[src/rtl/and_reduce_pipe.sv]
// Purpose : pipelined WIDTH-bit all-ones detector built from a tree of FAN-input AND stages.
// Latency : STAGES = max(1, ceil(log_FAN(WIDTH))) enabled clock edges from I/I_VALID to O/O_VALID.
// Backpr. : none; one sample per enabled cycle, EN=0 freezes every stage in place.
//
// Ports
//   CLK         rising-edge clock
//   RST         asynchronous reset, active-high; clears all data and valid registers
//   EN          pipeline advance enable; 0 = every stage holds, I/I_VALID ignored
//   I           WIDTH-bit operand vector
//   I_VALID     I carries a sample this cycle
//   O           AND of all bits of the sample, meaningful only while O_VALID=1
//   O_VALID     O carries a result this cycle
//   STICKY      (AND_REDUCE_STICKY_EN) a valid zero result has been emitted since last clear
//   STICKY_CLR  (AND_REDUCE_STICKY_EN) synchronous clear of STICKY, independent of EN
//
// Optional feature macro: AND_REDUCE_STICKY_EN adds the STICKY/STICKY_CLR ports and one register.

module and_reduce_pipe #(
    parameter int WIDTH = 16,
    parameter int FAN   = 4
) (
    input  logic             CLK,
    input  logic             RST,
    input  logic             EN,
    input  logic [WIDTH-1:0] I,
    input  logic             I_VALID,
    output logic             O,
    output logic             O_VALID
`ifdef AND_REDUCE_STICKY_EN
    ,
    output logic             STICKY,
    input  logic             STICKY_CLR
`endif
);

    // Number of live bits left after k reduction stages.
    function automatic int stage_w(input int k);
        int w;
        w = WIDTH;
        for (int i = 0; i < k; i++) begin
            w = (w + FAN - 1) / FAN;
        end
        return w;
    endfunction

    // Stages needed to bring WIDTH bits down to one; a 1-bit input still gets one register
    // so that every configuration has at least one cycle of latency.
    function automatic int calc_stages();
        int w;
        int n;
        w = WIDTH;
        n = 0;
        for (int i = 0; i < 32; i++) begin
            if (w > 1) begin
                w = (w + FAN - 1) / FAN;
                n = n + 1;
            end
        end
        return (n < 1) ? 1 : n;
    endfunction

    localparam int STAGES = calc_stages();

    // Each level is carried at full WIDTH; bits above the live width of a level are tied to 1
    // so they can be folded into the last group without changing the result.
    logic [WIDTH-1:0] w_lvl [STAGES];
    logic [STAGES:0]  w_vld;

    assign w_lvl[0] = I;
    assign w_vld[0] = I_VALID;

    for (genvar g = 0; g < STAGES; g++) begin : g_stage
        localparam int OUT_W = stage_w(g + 1);

        logic [OUT_W-1:0] w_and;
        logic [OUT_W-1:0] r_dat;
        logic             r_vld;

        // Group j covers bits [j*FAN +: FAN]; the last group also absorbs every bit above
        // it, which are either the partial tail or the 1-padding, so all-ones is preserved.
        for (genvar j = 0; j < OUT_W; j++) begin : g_grp
            localparam int LO = j * FAN;
            localparam int HI = (j == OUT_W - 1) ? (WIDTH - 1) : (LO + FAN - 1);
            assign w_and[j] = &w_lvl[g][HI:LO];
        end

        // Data regs load whenever the pipe advances, even for invalid samples; the
        // matching valid bit is what tells the consumer whether to look.
        always_ff @(posedge CLK or posedge RST) begin
            if (RST) begin
                r_dat <= '0;
            end else if (EN) begin
                r_dat <= w_and;
            end
        end

        always_ff @(posedge CLK or posedge RST) begin
            if (RST) begin
                r_vld <= 1'b0;
            end else if (EN) begin
                r_vld <= w_vld[g];
            end
        end

        assign w_vld[g+1] = r_vld;

        if (g < STAGES - 1) begin : g_mid
            assign w_lvl[g+1] = {{(WIDTH - OUT_W){1'b1}}, r_dat};
        end else begin : g_last
            // The final stage always narrows to exactly one bit.
            assign O = r_dat[0];
        end
    end

    assign O_VALID = w_vld[STAGES];

`ifdef AND_REDUCE_STICKY_EN
    logic r_sticky;

    // Watches the registered output, so a zero result shows up on STICKY one cycle after
    // it is presented. Set has priority over clear so a zero arriving during a clear is kept.
    // While EN=0 holds a valid zero on the output, the set simply keeps re-asserting.
    always_ff @(posedge CLK or posedge RST) begin
        if (RST) begin
            r_sticky <= 1'b0;
        end else if (O_VALID && !O) begin
            r_sticky <= 1'b1;
        end else if (STICKY_CLR) begin
            r_sticky <= 1'b0;
        end
    end

    assign STICKY = r_sticky;
`endif

endmodule

[config.mk]
export PLATFORM = sky130hd
export DESIGN_NAME = and_reduce_pipe
export DESIGN_NICKNAME = d
export VERILOG_FILES = /design/src/rtl/and_reduce_pipe.sv
export SDC_FILE = /design/constraint.sdc
export NUM_CORES = 1
export LEC_CHECK = 0
export BUFFER_PORTS_ARGS = -buffer_cell sky130_fd_sc_hd__buf_4
export CAP_MARGIN = 20
export CORE_AREA = 5 5 42 44
export DETAILED_ROUTE_END_ITERATION = 7
export DIE_AREA = 0 0 47 49
export GPL_TIMING_DRIVEN = 1
export PLACE_DENSITY_LB_ADDON = 0.25
export RECOVER_POWER = 100
export SYNTH_ARGS = -nofsm -noshare
export SYNTH_HDL_FRONTEND = slang
export SYNTH_SLANG_ARGS = --single-unit
[constraint.sdc]
create_clock -name CLK -period 1.81 [get_ports CLK]
set_input_delay 0.181 -clock CLK [delete_from_list [all_inputs] [get_ports CLK]]
set_output_delay 0.181 -clock CLK [all_outputs]
set_load 0.01 [all_outputs]
==> run summary <==
synthesized area: 316.6 um2
Total Neg Setup Slack: 0 ns
Max Clock Freq: 1.070 GHz
Synth top area share: 55.34%
critical-path maximum fanout: 2
peak supply drop: 0.2791 mV
Via density: 4.060
Ant. Diodes: 0
number of H-tree levels: 1
CP Cell Sequence: clkbuf_1
initial antenna violation count: 0
final WL: 719 um
worst endpoint required time: 1.63 ns
Post-DRT Antenna Nets: 0
Worst Max-Slew Pin Slew: 0.2722 ns
power per cell area: 724.4 mW/mm2
setup bufs post-CTS: 0
TritonRoute pass-1 iters: 3
commonest cells after routing, fill and taps aside: buf_4 (18), dfrtp_1 (7), inv_1 (6)
Hold WC Path Type: primary input to register
routability congestion estimate: 0.6302
layout cells sized above 1: 43.14%
WL/cell: 10.73 um
maxcap violations: 0
cell count after synthesis: 26
Final nets: 72
Period minus WS final: 0.9346 ns
Starting Density: 22.59%
largest net degree at the start of global routing: 9
RSZ-0062 raised after global routing: false
DIE WIDTH: 47 um
clk sink count: 7
Static Leak: 0.2501 nW
Congestion Overflow GR: 0
Synth area leaders: dfrtp_1 (55%), mux2i_1 (13%), nand4_1 (9.9%)
HPWL after DPL: 589 um
CTS tree: done
final core utilization: 35.98%
I/O Pins: 22
Die Y: 49 um
Clock Latency Late Sink: 0.25 ns
Num CTS Buffers: 3
delay-heaviest family, CP: flip-flops
Post-Syn Nets: 46
relative slew slack: 81.83%
post-synthesis cell type count: 7
final setup fails: 0
Total GRT Usage: 7.386%
CTS resizes: 0
slowest CP cell: dfrtp_1
max incr delay on CP: 0.38 ns
worst clock skew: 0.004024 ns
vias after detailed routing: 272
vias in the first global route: 283
Setup Crit Path Kind: register to output pin
DRC viols: 0
sequential-to-total area share from yosys stat: 55.34%
CP endpoint kind: output pin
startpoint class of the critical path: register
Synth Warn #: 0
Clock Pin Slew Worst Setup and Hold Paths: 0.05 ns
flop and latch count out of synthesis: 7
Synth area leader: dfrtp_1
Post-Syn Area per Cell: 12.18 um2
CTS Buffer Depth: 2
final hold violations: 0
initial drt markers: 1
CTS Root Buffer Type: clkbuf_4
Worst Path Buf+Inv: 1
core area: 0.001401 mm2
Critical Path AT: 0.75 ns
first-pass GRT wire length: 1173 um
fin. max-slew vios: 0
die area: 0.002303 mm2
IO buf count: 21
status: finished, final reports clean
Std-Cell Rows: 14
fin crit share: 51.64%
commonest non-fill, non-tap cell in the layout: buf_4
area grow syn2layout: 59.29%
through the flow:
stage	std cells	total power, mW	cell area (um2)	setup slack, ns	hold slack [ns]
2_1_floorplan	26	0.1963	316.6	1.031	-0.01560
3_3_place_gp	62	0.2329	483.0	1.048	0.1359
3_5_place_dp	62	0.2343	483.0	1.028	0.1310
4_1_cts	67	0.3813	519.2	0.8405	0.1601
5_1_grt	67	0.3833	504.2	0.8309	0.1597
6_report	67	0.3653	504.2	0.8754	0.1521
per-layer routing:
layer | wire (um) | global-route usage [%] | up-vias
met5 | 0 | 0 | -
met4 | 0 | 6.912 | 0
met3 | 66 | 2.952 | 0
met2 | 343 | 9.729 | 12
met1 | 308 | 8.578 | 120
li1 | - | - | 140
state kept, by name, indices dropped and copies added (netlist names):
name           cells
g_stage.r_vld      1
g_stage.r_dat      4
O_VALID            1
O                  1
final timing paths:
path,startpoint,endpoint,slack (ns),cells past startpoint
hold / removal,I_VALID,g_stage[0].r_vld,0.15,2
min in group asynchronous,RST,g_stage[0].r_dat[1],0.42,3
max in group asynchronous,RST,g_stage[0].r_dat[3],1.18,3
setup reg to reg,O_VALID,O_VALID,1.04,1
hold reg to reg,g_stage[0].r_vld,g_stage[0].r_vld,0.48,1
setup / recovery,O_VALID,O_VALID,0.88,1
cell families after synthesis:
kind of cell | Yosys count | share of synthesized area [%]
compound gates | 1 | 1.978
buf+inv | 7 | 10.67
flops | 7 | 55.34
mux | 6 | 22.14
simple gates | 5 | 9.881
where the power goes:
part	internal, mW	switching, mW	leakage [nW]
clock	0.0841	0.0573	0.0150
sequential	0.166	0.00408	0.0923
combinational	0.0358	0.0183	0.143
cell type report:
class | count | area (um2)
clock buffers | 4 | 26.28
multi-input cells | 12 | 100.1
repair buffers | 22 | 160.2
flip-flops and latches | 7 | 175.2
fillers | 154 | 897.1
well taps | 16 | 20.02
inverters | 6 | 22.52
cell usage after synthesis (all sizes together):
| master | instances |
|---|---|
| dfrtp | 7 |
| inv | 6 |
| o22ai | 1 |
| nand4 | 5 |
| buf | 1 |
| mux2 | 2 |
| mux2i | 4 |
timing repair:
item                       CTS  global route
hold buffers                 1             0
hold endpoints to repair     7             0
setup endpoints to repair    0             0
Note: power is estimated with default switching activity, not from simulation.
